### src/rtl/alu_share_arbiter_if.sv
// Bundle of the requester, ALU and response signals around alu_share_arbiter.
// slave = arbiter side, master = requesters / ALU / response consumer side.
interface alu_share_arbiter_if #(
  parameter int DATA_WIDTH    = 32,
  parameter int CONTROL_WIDTH = 3
);
  logic [1:0]               req_valid;
  logic [1:0]               req_ready;
  logic [DATA_WIDTH-1:0]    req0_op1;
  logic [DATA_WIDTH-1:0]    req0_op2;
  logic [CONTROL_WIDTH-1:0] req0_ctrl;
  logic [DATA_WIDTH-1:0]    req1_op1;
  logic [DATA_WIDTH-1:0]    req1_op2;
  logic [CONTROL_WIDTH-1:0] req1_ctrl;
  logic [DATA_WIDTH-1:0]    alu_op1;
  logic [DATA_WIDTH-1:0]    alu_op2;
  logic [CONTROL_WIDTH-1:0] alu_ctrl;
  logic [DATA_WIDTH-1:0]    alu_out;
  logic                     alu_zero;
  logic                     rsp_valid;
  logic                     rsp_ready;
  logic                     rsp_id;
  logic [DATA_WIDTH-1:0]    rsp_data;
  logic                     rsp_zero;
  logic                     busy;

  modport slave (
    input  req_valid, req0_op1, req0_op2, req0_ctrl, req1_op1, req1_op2, req1_ctrl,
    input  alu_out, alu_zero, rsp_ready,
    output req_ready, alu_op1, alu_op2, alu_ctrl,
    output rsp_valid, rsp_id, rsp_data, rsp_zero, busy
  );

  modport master (
    output req_valid, req0_op1, req0_op2, req0_ctrl, req1_op1, req1_op2, req1_ctrl,
    output alu_out, alu_zero, rsp_ready,
    input  req_ready, alu_op1, alu_op2, alu_ctrl,
    input  rsp_valid, rsp_id, rsp_data, rsp_zero, busy
  );
endinterface

### src/rtl/alu_share_arbiter.sv
// Round-robin share of one combinational ALU between two requesters.
// One op in flight: IDLE (grant) -> EXEC (ALU evaluates) -> HOLD (response until taken).
module alu_share_arbiter #(
  parameter int DATA_WIDTH    = 32,
  parameter int CONTROL_WIDTH = 3
) (
  input  logic                clk,
  input  logic                rst,
  alu_share_arbiter_if.slave  bus
);

  typedef enum logic [1:0] {IDLE, EXEC, HOLD} state_t;

  state_t                   state_reg, state_next;
  logic                     rr_ptr_reg;
  logic                     gnt_id_reg;
  logic [DATA_WIDTH-1:0]    alu_op1_reg, alu_op2_reg;
  logic [CONTROL_WIDTH-1:0] alu_ctrl_reg;
  logic                     rsp_valid_reg, rsp_id_reg, rsp_zero_reg;
  logic [DATA_WIDTH-1:0]    rsp_data_reg;

  logic                     grant_vld;
  logic                     grant_id;
  logic [1:0]               ready_vec;
  logic [DATA_WIDTH-1:0]    op1_arr  [2];
  logic [DATA_WIDTH-1:0]    op2_arr  [2];
  logic [CONTROL_WIDTH-1:0] ctrl_arr [2];

  assign op1_arr[0]  = bus.req0_op1;
  assign op2_arr[0]  = bus.req0_op2;
  assign ctrl_arr[0] = bus.req0_ctrl;
  assign op1_arr[1]  = bus.req1_op1;
  assign op2_arr[1]  = bus.req1_op2;
  assign ctrl_arr[1] = bus.req1_ctrl;

  // Grant only while idle and out of reset; rr_ptr only breaks ties.
  always_comb begin
    grant_vld = 1'b0;
    grant_id  = 1'b0;
    if (state_reg == IDLE && !rst) begin
      case (bus.req_valid)
        2'b11: begin grant_vld = 1'b1; grant_id = rr_ptr_reg; end
        2'b01: begin grant_vld = 1'b1; grant_id = 1'b0;       end
        2'b10: begin grant_vld = 1'b1; grant_id = 1'b1;       end
        default: ;
      endcase
    end
  end

  generate
    for (genvar gi = 0; gi < 2; gi++) begin : g_ready
      assign ready_vec[gi] = grant_vld && (grant_id == 1'(gi));
    end
  endgenerate

  always_comb begin
    state_next = state_reg;
    case (state_reg)
      IDLE:    if (grant_vld) state_next = EXEC;
      EXEC:    state_next = HOLD;
      HOLD:    if (bus.rsp_ready) state_next = IDLE;
      default: state_next = IDLE;
    endcase
  end

  always_ff @(posedge clk) begin
    if (rst) begin
      state_reg     <= IDLE;
      rr_ptr_reg    <= 1'b0;
      gnt_id_reg    <= 1'b0;
      alu_op1_reg   <= '0;
      alu_op2_reg   <= '0;
      alu_ctrl_reg  <= '0;
      rsp_valid_reg <= 1'b0;
      rsp_id_reg    <= 1'b0;
      rsp_data_reg  <= '0;
      rsp_zero_reg  <= 1'b0;
    end else begin
      state_reg <= state_next;
      if (grant_vld) begin
        alu_op1_reg  <= op1_arr[grant_id];
        alu_op2_reg  <= op2_arr[grant_id];
        alu_ctrl_reg <= ctrl_arr[grant_id];
        gnt_id_reg   <= grant_id;
        rr_ptr_reg   <= ~grant_id;
      end
      if (state_reg == EXEC) begin
        rsp_data_reg  <= bus.alu_out;
        rsp_zero_reg  <= bus.alu_zero;
        rsp_id_reg    <= gnt_id_reg;
        rsp_valid_reg <= 1'b1;
      end
      if (state_reg == HOLD && bus.rsp_ready) begin
        rsp_valid_reg <= 1'b0;
      end
    end
  end

  assign bus.req_ready = ready_vec;
  assign bus.alu_op1   = alu_op1_reg;
  assign bus.alu_op2   = alu_op2_reg;
  assign bus.alu_ctrl  = alu_ctrl_reg;
  assign bus.rsp_valid = rsp_valid_reg;
  assign bus.rsp_id    = rsp_id_reg;
  assign bus.rsp_data  = rsp_data_reg;
  assign bus.rsp_zero  = rsp_zero_reg;
  assign bus.busy      = (state_reg != IDLE);

endmodule

### src/flat_wrapper.sv
// flat-port wrapper written by rule: the top's interface ports become plain ports
module alu_share_arbiter_flat 
#(
  parameter int DATA_WIDTH    = 32,
  parameter int CONTROL_WIDTH = 3
)
  (clk, rst, bus_req_valid, bus_req0_op1, bus_req0_op2, bus_req0_ctrl, bus_req1_op1, bus_req1_op2, bus_req1_ctrl, bus_alu_out, bus_alu_zero, bus_rsp_ready, bus_req_ready, bus_alu_op1, bus_alu_op2, bus_alu_ctrl, bus_rsp_valid, bus_rsp_id, bus_rsp_data, bus_rsp_zero, bus_busy);
  alu_share_arbiter_if #(.DATA_WIDTH(DATA_WIDTH), .CONTROL_WIDTH(CONTROL_WIDTH)) bus_i ();
  input  logic clk;
  input  logic rst;
  input wire logic [$bits(bus_i.req_valid)-1:0] bus_req_valid;
  input wire logic [$bits(bus_i.req0_op1)-1:0] bus_req0_op1;
  input wire logic [$bits(bus_i.req0_op2)-1:0] bus_req0_op2;
  input wire logic [$bits(bus_i.req0_ctrl)-1:0] bus_req0_ctrl;
  input wire logic [$bits(bus_i.req1_op1)-1:0] bus_req1_op1;
  input wire logic [$bits(bus_i.req1_op2)-1:0] bus_req1_op2;
  input wire logic [$bits(bus_i.req1_ctrl)-1:0] bus_req1_ctrl;
  input wire logic [$bits(bus_i.alu_out)-1:0] bus_alu_out;
  input wire logic [$bits(bus_i.alu_zero)-1:0] bus_alu_zero;
  input wire logic [$bits(bus_i.rsp_ready)-1:0] bus_rsp_ready;
  output wire logic [$bits(bus_i.req_ready)-1:0] bus_req_ready;
  output wire logic [$bits(bus_i.alu_op1)-1:0] bus_alu_op1;
  output wire logic [$bits(bus_i.alu_op2)-1:0] bus_alu_op2;
  output wire logic [$bits(bus_i.alu_ctrl)-1:0] bus_alu_ctrl;
  output wire logic [$bits(bus_i.rsp_valid)-1:0] bus_rsp_valid;
  output wire logic [$bits(bus_i.rsp_id)-1:0] bus_rsp_id;
  output wire logic [$bits(bus_i.rsp_data)-1:0] bus_rsp_data;
  output wire logic [$bits(bus_i.rsp_zero)-1:0] bus_rsp_zero;
  output wire logic [$bits(bus_i.busy)-1:0] bus_busy;
  assign bus_i.req_valid = bus_req_valid;
  assign bus_i.req0_op1 = bus_req0_op1;
  assign bus_i.req0_op2 = bus_req0_op2;
  assign bus_i.req0_ctrl = bus_req0_ctrl;
  assign bus_i.req1_op1 = bus_req1_op1;
  assign bus_i.req1_op2 = bus_req1_op2;
  assign bus_i.req1_ctrl = bus_req1_ctrl;
  assign bus_i.alu_out = bus_alu_out;
  assign bus_i.alu_zero = bus_alu_zero;
  assign bus_i.rsp_ready = bus_rsp_ready;
  assign bus_req_ready = bus_i.req_ready;
  assign bus_alu_op1 = bus_i.alu_op1;
  assign bus_alu_op2 = bus_i.alu_op2;
  assign bus_alu_ctrl = bus_i.alu_ctrl;
  assign bus_rsp_valid = bus_i.rsp_valid;
  assign bus_rsp_id = bus_i.rsp_id;
  assign bus_rsp_data = bus_i.rsp_data;
  assign bus_rsp_zero = bus_i.rsp_zero;
  assign bus_busy = bus_i.busy;
  alu_share_arbiter #(.DATA_WIDTH(DATA_WIDTH), .CONTROL_WIDTH(CONTROL_WIDTH)) u_core (.clk(clk), .rst(rst), .bus(bus_i));
endmodule
### config.mk
export PLATFORM = sky130hd
export DESIGN_NAME = alu_share_arbiter_flat
export DESIGN_NICKNAME = d
export VERILOG_FILES = /design/src/rtl/alu_share_arbiter_if.sv /design/src/rtl/alu_share_arbiter.sv /design/src/flat_wrapper.sv
export SDC_FILE = /design/constraint.sdc
export NUM_CORES = 1
export LEC_CHECK = 0
export CAP_MARGIN = 0
export CORE_UTILIZATION = 39
export DETAILED_ROUTE_END_ITERATION = 6
export PLACE_DENSITY = 0.86
export SLEW_MARGIN = 20
export SYNTH_ARGS = -nofsm -noshare
export SYNTH_HDL_FRONTEND = slang
export SYNTH_SLANG_ARGS = --single-unit
export TNS_END_PERCENT = 30
### constraint.sdc
create_clock -name clk -period 3.2 [get_ports clk]
set_clock_uncertainty 0.1 [all_clocks]
set_input_delay 0.48 -clock clk [delete_from_list [all_inputs] [get_ports clk]]
set_output_delay 0.48 -clock clk [all_outputs]
set_load 0.05 [all_outputs]
==> reports/qor.yml <==
status: "finished, final reports clean"
num_io_pins: 277
p_per_area_mw_per_mm2: 496
regToRegStartpoint: "u_core.state_reg[1]"
ctsLongestPathBuffers: 2
grt_pass1_vias: 4563
min_period_over_period: 0.790
synth.mux.area_fraction: 0
p_total_mw: 3.63
cap_violations: 0
grt_pass1_wl_um: 22600
rsz0062_at_grt: "no"
worstSetupEndpointType: "output port"
setup_ws_ps: 671
tns_ps: 0
drc: 0
grt_max_degree: 68
critPathSlowestCell: "clkdlybuf4s50_1"
synth-compound-area-share: 0.207
cts-resized-gates: 0
busiest_layer: "met2"
nets: 902
grt_use_met1: 0.279
via_per_inst: 5.38
drt_first_pass_iters: 4
fp.coreArea_mm2: 0.0105
ys_ff_latch: 106
startpoint: "rst"
cts.sinks: 106
seq_area_frac_synth: 0.494
syn_to_final_growth_pct: 70.1
finalMaxSlewViolations: 0
synth-xor-area-share: 0
setup_violations: 0
grt_overflow: 0
diodes: 0
slew_headroom: 0.438
clkTransAtPathRegs_ps: 110
fmax_mhz: 395
min-delay-start: "bus_req_valid[1]"
met3_usage: 0.0663
drive_above_1_share: 0.0748
cts_setup_buffers: 0
cts_tree: "done"
final_cell_mix: "clkdlybuf4s50_1, nand2_1, dfxtp_1"
htreeDepth: 3
vias: 4685
postRouteAntennaNets: 0
wl_um: 14500
whs_ps: 319
ys_types: 25
grt.met2_usage: 0.445
final_common_cell: "clkdlybuf4s50_1"
synthCells: 483
min_path_type: "primary input to flip-flop"
clk_latency_ps: 370
num_rows: 37
syn_area_mm2: 0.00429
p_leak_nw: 2.71
yosys.area_share.simple: 0.238
dp_hpwl_um: 10500
initial_core_util: 0.409
period_needed_ps: 2530
hold_viol_final: 0
tightest_slew_ps: 842
worstPathMaxFanout: 6
arrival_ps: 1950
wl_per_cell_um: 16.7
pre_cts_ws_ps: 531
synth_warnings: 0
cts_root_buf: "clkbuf_8"
worstPathRequired_ps: 2620
die_w_um: 107
utilization: 0.695
port_buffers: 276
synth_top_family_by_area: "simple AND/OR/NAND/NOR gates"
crit_type: "primary input to output port"
slowest_delay_ps: 530
vdd_drop_max_v: 0.000247
start_kind: "primary input"
dr.first_iter.drc_count: 292
avgSynthCellArea_um2: 8.89
crit_chain: "clkdlybuf4s50_1 > or3_2 > nor3b_4 > buf_12"
synth_nets: 655
cts-buffers-inserted: 9
die_y_um: 107
gp_congestion: 0.829
grt.total_usage: 0.250
synthAdderAreaFrac: 0
hold_buffers: 0
antenna_found_initial: 0
die-area_mm2: 0.0114
[logic make-up (layout without fill, tap and decap cells)]
family / Yosys count / in the layout
compound gates: 108 / 108
flops: 106 / 106
buf+inv: 53 / 305
simple gates: 216 / 216
[power by group]
group / total (mW) / internal [mW] / switching, mW
Clock: 0.840 / 0.316 / 0.524
Combinational: 1.26 / 0.516 / 0.746
Sequential: 1.52 / 1.45 / 0.0772
[routing by layer]
metal	share of wire	routed length [um]	up-vias
li1	-	-	2230
met1	0.39	5660	2171
met2	0.50	7270	246
met3	0.079	1140	38
met4	0.033	475	0
met5	0	0	-
[metrics by stage]
stage / std cells / area (um2)
after floorplan: 483 / 4290
after global placement: 855 / 7100
after detailed placement: 855 / 7100
after CTS: 871 / 7300
after global routing: 871 / 7300
final: 871 / 7300
[worst max-delay path, delay by kind of cell]
family / cells / cell delay (ps)
buffers and inverters: 2 / 710
AND/OR/NAND/NOR: 2 / 760
[final cells by class]
class / instances / area (um2)
flip-flops and latches: 106 / 2120
repair buffers: 287 / 2870
clock buffers: 9 / 124
well taps: 136 / 170
multi-input cells: 324 / 1930
fillers: 801 / 3200
inverters: 2 / 7.51
clock inverters: 7 / 76.3
[worst paths after layout]
check / endpoint / slack, ps / cells after the start
min: u_core.rr_ptr_reg / 320 / 2
max: bus_req_ready[1] / 670 / 4
min reg2reg: u_core.bus.rsp_data[30] / 360 / 2
max reg2reg: u_core.bus.alu_op1[17] / 1170 / 4
[cells in the mapped netlist (all sizes together)]
library cell / instances / area, um2
or2: 1 / 6.26
nor2: 4 / 15.0
nor3b: 1 / 18.8
nand2: 136 / 510
a21oi: 37 / 189
a311oi: 1 / 8.76
dfxtp: 106 / 2120
buf: 19 / 133
a211oi: 1 / 7.51
nor3: 68 / 435
a21o: 1 / 7.51
a221o: 67 / 671
clkbuf: 32 / 120
nand2b: 1 / 6.26
nor2b: 2 / 12.5
o21ai: 1 / 5.00
and2: 1 / 6.26
and3: 1 / 6.26
inv: 2 / 7.51
or3: 1 / 6.26
(Power assumes the default switching activity.)
